**src/rtl/mcr_dl_pkg.sv**
```systemverilog
// Shared types and helpers for the MCR ROM-download path: FSM states, the
// region decode function and the default Tapper region map.
package mcr_dl_pkg;

    typedef enum logic {
        IDLE = 1'b0,
        WAIT = 1'b1
    } dl_state_t;

    localparam int MAX_NREG = 8;
    localparam int MAX_AW   = 32;
    localparam int IDX_W    = 3;

    // Bases padded to the widest supported map so one function serves every instance
    typedef logic [MAX_NREG*MAX_AW-1:0] base_tbl_t;

    localparam int TAPPER_NREG = 4;
    localparam int TAPPER_AW   = 25;
    localparam logic [TAPPER_NREG*TAPPER_AW-1:0] TAPPER_BASES =
        {25'h32000, 25'h12000, 25'h0E000, 25'h00000};

    // Highest region whose base is <= addr; relies on bases being ascending.
    function automatic logic [IDX_W-1:0] region_of(input logic [MAX_AW-1:0] addr,
                                                   input base_tbl_t          bases,
                                                   input int                 nreg);
        logic [IDX_W-1:0] idx;
        idx = '0;
        for (int i = 1; i < MAX_NREG; i++) begin
            if (i < nreg && addr >= bases[i*MAX_AW +: MAX_AW])
                idx = IDX_W'(i);
        end
        return idx;
    endfunction

endpackage

```
**src/rtl/rom_dl_router_if.sv**
```systemverilog
// HPS ioctl byte stream on one side, per-region toggle req/ack write ports on the other.
interface rom_dl_router_if #(
    parameter int NREG = 4,
    parameter int AW   = 25
);
    logic            ioctl_download;
    logic            ioctl_wr;
    logic [AW-1:0]   ioctl_addr;
    logic [7:0]      ioctl_dout;
    logic            ioctl_wait;
    logic [NREG-1:0] reg_req;
    logic [NREG-1:0] reg_ack;
    logic [AW-1:0]   reg_addr;
    logic [1:0]      reg_ds;
    logic [15:0]     reg_d;
    logic [NREG-1:0] reg_sel;

    // Router side
    modport slave (
        input  ioctl_download, ioctl_wr, ioctl_addr, ioctl_dout, reg_ack,
        output ioctl_wait, reg_req, reg_addr, reg_ds, reg_d, reg_sel
    );

    // HPS and memory side
    modport master (
        output ioctl_download, ioctl_wr, ioctl_addr, ioctl_dout, reg_ack,
        input  ioctl_wait, reg_req, reg_addr, reg_ds, reg_d, reg_sel
    );

endinterface

```
**src/rtl/dl_reset_gen.sv**
```systemverilog
// Core reset generator: continuous reset while not ready, then one extra
// single-cycle pulse RST_CNT-1 cycles after release.
module dl_reset_gen #(
    parameter logic [15:0] RST_CNT = 16'hFFFF
) (
    input  logic clk_sys,
    input  logic RESET,
    input  logic rst_req,
    input  logic rom_loaded,
    input  logic ioctl_download,
    output logic core_reset
);

    logic        hold;
    logic [15:0] cnt_q;
    logic        core_reset_q;

    assign hold = RESET | rst_req | ~rom_loaded | ioctl_download;

    // RESET is part of hold, so the counter and output need no separate reset branch
    always_ff @(posedge clk_sys) begin
        // NOTE: state is updated with <= so every register samples pre-edge values.
        if (hold)
            cnt_q <= RST_CNT;
        else if (cnt_q != 16'd0)
            cnt_q <= cnt_q - 16'd1;
        core_reset_q <= hold | (cnt_q == 16'd1);
    end

    assign core_reset = core_reset_q;

endmodule

```
**src/rtl/rom_dl_router.sv**
```systemverilog
// Routes HPS ioctl download bytes to NREG memory regions over toggle req/ack
// handshakes, with back-pressure, ack timeout, load tracking and core reset.
module rom_dl_router
    import mcr_dl_pkg::*;
#(
    parameter int                   NREG     = 4,
    parameter int                   AW       = 25,
    parameter logic [NREG*AW-1:0]   REG_BASE = TAPPER_BASES,
    parameter logic [15:0]          RST_CNT  = 16'hFFFF,
    parameter int                   TMO_W    = 10
) (
    input  logic            clk_sys,
    input  logic            RESET,
    input  logic            rst_req,
    rom_dl_router_if.slave  bus,
    output logic            rom_loaded,
    output logic            dl_err,
    output logic            core_reset
);

    localparam int TMO_MAX = 2**TMO_W - 1;

    base_tbl_t        base_pad;
    logic [IDX_W-1:0] dec_idx;
    logic [AW-1:0]    dec_off;
    logic [NREG-1:0]  dec_sel;

    dl_state_t        state_q, state_d;
    logic             wr_q, dl_q, fall_pend_q, rom_loaded_q;
    logic             strobe, ack_done;
    logic [NREG-1:0]  req_q, req_d, sel_q, sel_d;
    logic [AW-1:0]    addr_q, addr_d;
    logic [1:0]       ds_q, ds_d;
    logic [15:0]      d_q, d_d;
    logic             wait_q, wait_d;
    logic             err_q, err_d;
    logic [TMO_W-1:0] tmo_q, tmo_d;

    always_comb begin
        base_pad = '0;
        for (int i = 0; i < NREG; i++)
            base_pad[i*MAX_AW +: MAX_AW] = MAX_AW'(REG_BASE[i*AW +: AW]);
    end

    always_comb begin
        dec_idx = region_of(MAX_AW'(bus.ioctl_addr), base_pad, NREG);
        // Offset wraps modulo 2**AW by truncation
        dec_off = bus.ioctl_addr - AW'(base_pad[dec_idx*MAX_AW +: MAX_AW]);
        for (int i = 0; i < NREG; i++)
            dec_sel[i] = (dec_idx == IDX_W'(i));
    end

    assign strobe   = bus.ioctl_wr & ~wr_q & bus.ioctl_download;
    assign ack_done = ((bus.reg_ack ^ req_q) & sel_q) == '0;

    always_comb begin
        // NOTE: every output gets a default first so no path can infer a latch.
        state_d = state_q;
        req_d   = req_q;
        sel_d   = sel_q;
        addr_d  = addr_q;
        ds_d    = ds_q;
        d_d     = d_q;
        wait_d  = wait_q;
        err_d   = err_q;
        tmo_d   = tmo_q;
        case (state_q)
            IDLE: begin
                if (strobe) begin
                    addr_d  = dec_off;
                    ds_d    = {bus.ioctl_addr[0], ~bus.ioctl_addr[0]};
                    d_d     = {bus.ioctl_dout, bus.ioctl_dout};
                    sel_d   = dec_sel;
                    req_d   = req_q ^ dec_sel;
                    wait_d  = 1'b1;
                    tmo_d   = '0;
                    state_d = WAIT;
                end
            end
            WAIT: begin
                // Strobes here are ignored; HPS is held off by ioctl_wait
                if (ack_done) begin
                    wait_d  = 1'b0;
                    sel_d   = '0;
                    state_d = IDLE;
                end else if (tmo_q == TMO_W'(TMO_MAX - 1)) begin
                    // Give up on this write: the toggled req is left as is
                    err_d   = 1'b1;
                    wait_d  = 1'b0;
                    sel_d   = '0;
                    state_d = IDLE;
                end else begin
                    tmo_d = tmo_q + 1'b1;
                end
            end
            default: state_d = IDLE;
        endcase
    end

    always_ff @(posedge clk_sys) begin
        if (RESET) begin
            state_q      <= IDLE;
            wr_q         <= 1'b0;
            dl_q         <= 1'b0;
            fall_pend_q  <= 1'b0;
            rom_loaded_q <= 1'b0;
            req_q        <= '0;
            sel_q        <= '0;
            addr_q       <= '0;
            ds_q         <= '0;
            d_q          <= '0;
            wait_q       <= 1'b0;
            err_q        <= 1'b0;
            tmo_q        <= '0;
        end else begin
            state_q <= state_d;
            wr_q    <= bus.ioctl_wr;
            dl_q    <= bus.ioctl_download;
            req_q   <= req_d;
            sel_q   <= sel_d;
            addr_q  <= addr_d;
            ds_q    <= ds_d;
            d_q     <= d_d;
            wait_q  <= wait_d;
            err_q   <= err_d;
            tmo_q   <= tmo_d;
            // A download end only counts once any outstanding write has been acked
            if (dl_q && !bus.ioctl_download)
                fall_pend_q <= 1'b1;
            else if (fall_pend_q && !bus.ioctl_download && state_q == IDLE) begin
                fall_pend_q  <= 1'b0;
                rom_loaded_q <= 1'b1;
            end
        end
    end

    assign bus.ioctl_wait = wait_q;
    assign bus.reg_req    = req_q;
    assign bus.reg_sel    = sel_q;
    assign bus.reg_addr   = addr_q;
    assign bus.reg_ds     = ds_q;
    assign bus.reg_d      = d_q;
    assign rom_loaded     = rom_loaded_q;
    assign dl_err         = err_q;

    dl_reset_gen #(
        .RST_CNT (RST_CNT)
    ) u_reset_gen (
        .clk_sys        (clk_sys),
        .RESET          (RESET),
        .rst_req        (rst_req),
        .rom_loaded     (rom_loaded_q),
        .ioctl_download (bus.ioctl_download),
        .core_reset     (core_reset)
    );

endmodule

```
**src/flat_wrapper.sv**
```systemverilog
// flat-port wrapper written by rule: the top's interface ports become plain ports
module rom_dl_router_flat import mcr_dl_pkg::*;
#(
    parameter int                   NREG     = 4,
    parameter int                   AW       = 25,
    parameter logic [NREG*AW-1:0]   REG_BASE = TAPPER_BASES,
    parameter logic [15:0]          RST_CNT  = 16'hFFFF,
    parameter int                   TMO_W    = 10
)
  (clk_sys, RESET, rst_req, rom_loaded, dl_err, core_reset, bus_ioctl_download, bus_ioctl_wr, bus_ioctl_addr, bus_ioctl_dout, bus_reg_ack, bus_ioctl_wait, bus_reg_req, bus_reg_addr, bus_reg_ds, bus_reg_d, bus_reg_sel);
  rom_dl_router_if #(.NREG(NREG), .AW(AW)) bus_i ();
  input  logic clk_sys;
  input  logic RESET;
  input  logic rst_req;
  output logic rom_loaded;
  output logic dl_err;
  output logic core_reset;
  input wire logic [$bits(bus_i.ioctl_download)-1:0] bus_ioctl_download;
  input wire logic [$bits(bus_i.ioctl_wr)-1:0] bus_ioctl_wr;
  input wire logic [$bits(bus_i.ioctl_addr)-1:0] bus_ioctl_addr;
  input wire logic [$bits(bus_i.ioctl_dout)-1:0] bus_ioctl_dout;
  input wire logic [$bits(bus_i.reg_ack)-1:0] bus_reg_ack;
  output wire logic [$bits(bus_i.ioctl_wait)-1:0] bus_ioctl_wait;
  output wire logic [$bits(bus_i.reg_req)-1:0] bus_reg_req;
  output wire logic [$bits(bus_i.reg_addr)-1:0] bus_reg_addr;
  output wire logic [$bits(bus_i.reg_ds)-1:0] bus_reg_ds;
  output wire logic [$bits(bus_i.reg_d)-1:0] bus_reg_d;
  output wire logic [$bits(bus_i.reg_sel)-1:0] bus_reg_sel;
  assign bus_i.ioctl_download = bus_ioctl_download;
  assign bus_i.ioctl_wr = bus_ioctl_wr;
  assign bus_i.ioctl_addr = bus_ioctl_addr;
  assign bus_i.ioctl_dout = bus_ioctl_dout;
  assign bus_i.reg_ack = bus_reg_ack;
  assign bus_ioctl_wait = bus_i.ioctl_wait;
  assign bus_reg_req = bus_i.reg_req;
  assign bus_reg_addr = bus_i.reg_addr;
  assign bus_reg_ds = bus_i.reg_ds;
  assign bus_reg_d = bus_i.reg_d;
  assign bus_reg_sel = bus_i.reg_sel;
  rom_dl_router #(.NREG(NREG), .AW(AW), .REG_BASE(REG_BASE), .RST_CNT(RST_CNT), .TMO_W(TMO_W)) u_core (.clk_sys(clk_sys), .RESET(RESET), .rst_req(rst_req), .bus(bus_i), .rom_loaded(rom_loaded), .dl_err(dl_err), .core_reset(core_reset));
endmodule
```
**config.mk**
```make
export PLATFORM = sky130hd
export DESIGN_NAME = rom_dl_router_flat
export DESIGN_NICKNAME = d
export VERILOG_FILES = /design/src/rtl/mcr_dl_pkg.sv /design/src/rtl/rom_dl_router_if.sv /design/src/rtl/dl_reset_gen.sv /design/src/rtl/rom_dl_router.sv /design/src/flat_wrapper.sv
export SDC_FILE = /design/constraint.sdc
export NUM_CORES = 1
export LEC_CHECK = 0
export ABC_AREA = 1
export CAP_MARGIN = 20
export CORE_AREA = 2 2 82 115
export CTS_CLUSTER_SIZE = 24
export DETAILED_ROUTE_END_ITERATION = 10
export DIE_AREA = 0 0 84 117
export GPL_TIMING_DRIVEN = 1
export PLACE_DENSITY_LB_ADDON = 0.08
export SETUP_SLACK_MARGIN = 0.2
export SYNTH_ARGS = -nofsm -noshare
export SYNTH_HDL_FRONTEND = slang
export SYNTH_SLANG_ARGS = --single-unit
```
**constraint.sdc**
```tcl
create_clock -name clk_sys -period 2.35 [get_ports clk_sys]
set_input_delay 0.47 -clock clk_sys [delete_from_list [all_inputs] [get_ports clk_sys]]
set_output_delay 0.47 -clock clk_sys [all_outputs]
set_load 0.005 [all_outputs]
```
==> impl_metrics.yaml <==
outcome:
  outcome: "finished clean"
detailed_routing:
  route.detailed.drc: 0
  viasPerCell: 4.90
  wl_per_cell_um: 12.6
  vias: 3823
  drtAntennaViolNets: 0
  first_pass_iters: 5
  drt_iter0_drc: 104
  routed_wl_mm: 9.81
place:
  place_inst: 746
  post-dp-hpwl_mm: 6.97
  dp_slack_ns: -0.417
  io_buffers: 96
  place.gp.congestion: 0.859
synth:
  syn_inst: 535
  syn-num-nets: 586
  syn_area_sq_mm: 0.00380
  ys_types: 35
  yosysSeqAreaShare_pct: 40.0
  ys.warnings.count: 0
  ys_seq_elements: 76
  postSynthAreaPerCell_sq_um: 7.11
clocking:
  tritoncts: "built"
  cts_sinks: 76
  holdBufCountCts: 0
  cts_root_buf: "clkbuf_16"
  clk_path_buf_depth: 2
  htree_levels: 3
  clk_latency_ns: 0.33
  numCtsBuffers: 9
  clkTransAtPathRegs_ns: 0.05
sta:
  hold_violations: 0
  slew_violations: 0
  fin_crit_ns: 2.06
  setup_ws_ns: 0.291
  fin_hold_ws_ns: 0.396
  finClkSkew_ns: 0.00525
  tns_ns: 0
  rsz0062_at_grt: "false"
  setup_viol: 0
  timing.final.crit_share_pct: 87.6
  fmax_mhz: 486
  tightest_slew_ns: 0.391
  maxSlewHeadroom_pct: 73.8
pwr:
  ir_drop_mv: 0.457
  p_clk_share_pct: 49.4
  pwr-share-comb_pct: 11.4
  leakagePower_nw: 2.46
  power_switching_mw: 0.715
  power.total_mw: 3.46
  p_seq_share_pct: 39.2
  power_density_mw_per_mm2: 615
  p_sw_share_pct: 20.7
  p_int_mw: 2.74
floorplan:
  ios: 97
  rows: 41
  die_x_um: 84
  die_h_um: 117
  core_sq_mm: 0.00887
  start_util_pct: 42.8
  die_area_sq_mm: 0.00983
global_routing:
  antenna_found_initial: 0
  grt_pass1_wl_mm: 16.0
  grt_usage_pct: 20.0
  grt_pass1_vias: 3598
  grt_overflow: 0
  grt_max_degree: 34
setup_path:
  cpPeakStageDelay_ns: 0.26
  path_cells: "clkdlybuf4s15_1, inv_2, nand2_4, nor2_8, nand2_4, nor2_4, inv_2, nand2_4, ha_4, a21oi_4, o21ai_4, buf_4, or2_2, a31oi_1"
  critPathBufInv: 4
  crit_path_end_kind: "register"
  crit_fanout: 4
  r2r_start: "u_core.u_reset_gen.cnt_q[0]"
  arrival_ns: 2.31
  required_ns: 2.60
  crit_family: "simple AND/OR/NAND/NOR gates"
  path_common_cell: "nand2_4"
  crit_type: "primary input to register"
  startpoint_type: "primary input"
  startpoint: "bus_ioctl_addr[20]"
  crit_path_top_delay_cell: "or2_2"
final_layout:
  final_common_cell: "nand2_1"
  most-common-layout-cells: "nand2_1 (161), clkdlybuf4s50_1 (84), dfxtp_1 (76)"
  nets: 721
  diodes: 0
  fillCellCount: 760
  syn2layout_area_growth_pct: 47.6
  drive_gt1_share_pct: 17.5
  finalNonFillerCells: 781
min_path:
  hold_start: "bus_ioctl_addr[23]"
  hp-class: "primary input to register"
run:
  cap_viol_max_count: 0
[state kept, by name, summed over array words and instances (netlist names)]
name / cells
u_core.bus.reg_ds: 1
u_core.bus.reg_sel: 4
u_core.tmo_q: 10
u_core.rom_loaded: 1
u_core.dl_q: 1
u_core.wr_q: 1
u_core.state_q: 1
u_core.dl_err: 1
u_core.u_reset_gen.core_reset: 1
u_core.bus.reg_addr: 25
u_core.bus.reg_req: 4
u_core.bus.reg_d: 8
u_core.bus.ioctl_wait: 1
u_core.fall_pend_q: 1
u_core.u_reset_gen.cnt_q: 16
[path summary, 6_finish.rpt]
path | end | slack (ns) | cells after the start
min | u_core.bus.reg_addr[23] | 0.40 | 3
max reg2reg | u_core.u_reset_gen.cnt_q[7] | 0.60 | 7
min reg2reg | u_core.bus.reg_addr[9] | 0.47 | 2
max | u_core.bus.reg_addr[16] | 0.29 | 14
[cell families after synthesis]
group,after synthesis,share of synthesized area (%)
AOI/OAI and AO/OA,59,8.39
xor gates and xnor gates,20,4.61
adders and majority gates,9,2.96
buffers and inverters,68,8.72
DFF,76,40.0
and+or+nand+nor,303,35.3
[timing repair]
action                     in CTS  in global routing
setup endpoints to repair      10                 10
setup buffers                  16                  4
pin swaps                      20                 13
resized for setup              35                 17
[power groups by stage]
stage | Combinational, mW | Clock, mW | Sequential, mW
final | 0.392 | 1.71 | 1.35
after global routing | 0.431 | 1.80 | 1.36
after CTS | 0.384 | 1.74 | 1.36
after detailed placement | 0.365 | 0 | 1.38
after global placement | 0.362 | 0 | 1.38
after floorplan | 0.153 | 0 | 1.38
[area by class of cell]
| type | instances | area [sq um] | area share, % |
|---|---|---|---|
| multi-input cells | 391 | 2060 | 36.7 |
| repair buffers | 149 | 1360 | 24.3 |
| clock buffers | 11 | 253 | 4.50 |
| well taps | 107 | 134 | 2.38 |
| flip-flops and latches | 76 | 1520 | 27.1 |
| clock inverters | 4 | 120 | 2.14 |
| inverters | 43 | 164 | 2.92 |
[per-stage QoR]
stage	util, %	cell area (sq um)
2_1_floorplan	-	3830
3_5_place_dp	56.6	5030
6_report	63.3	5610
4_1_cts	62.8	5570
3_3_place_gp	56.6	5030
5_1_grt	63.3	5610
[tightest hold or removal path, cell delays in order]
cell and delay (ns):
clkbuf_2 0.09, nand2_1 0.06, a21oi_1 0.05
[cell usage after synthesis (all sizes together)]
master | number | share of area (%)
inv | 42 | 4.2
o211ai | 2 | 0.39
nand4 | 10 | 1.6
buf | 22 | 4.1
dfxtp | 76 | 40
xor2 | 15 | 3.5
clkinv | 1 | 0.099
nor4 | 1 | 0.33
ha | 9 | 3.0
nand2 | 172 | 18
o21ai | 23 | 3.1
nor3 | 4 | 0.53
a31oi | 1 | 0.16
or2 | 1 | 0.16
clkbuf | 3 | 0.30
nor2 | 66 | 8.1
a21oi | 28 | 3.7
xnor2 | 5 | 1.2
o41ai | 1 | 0.23
o21bai | 2 | 0.39
nand3 | 49 | 7.0
a21boi | 2 | 0.39
[metal layers]
metal  global-route usage [%]  wire [um]
met1                     21.5       3970
met3                     5.54        481
met4                     8.06        202
met5                        0          0
met2                     37.1       5160
No activity file was read; power rests on OpenSTA's default activity.
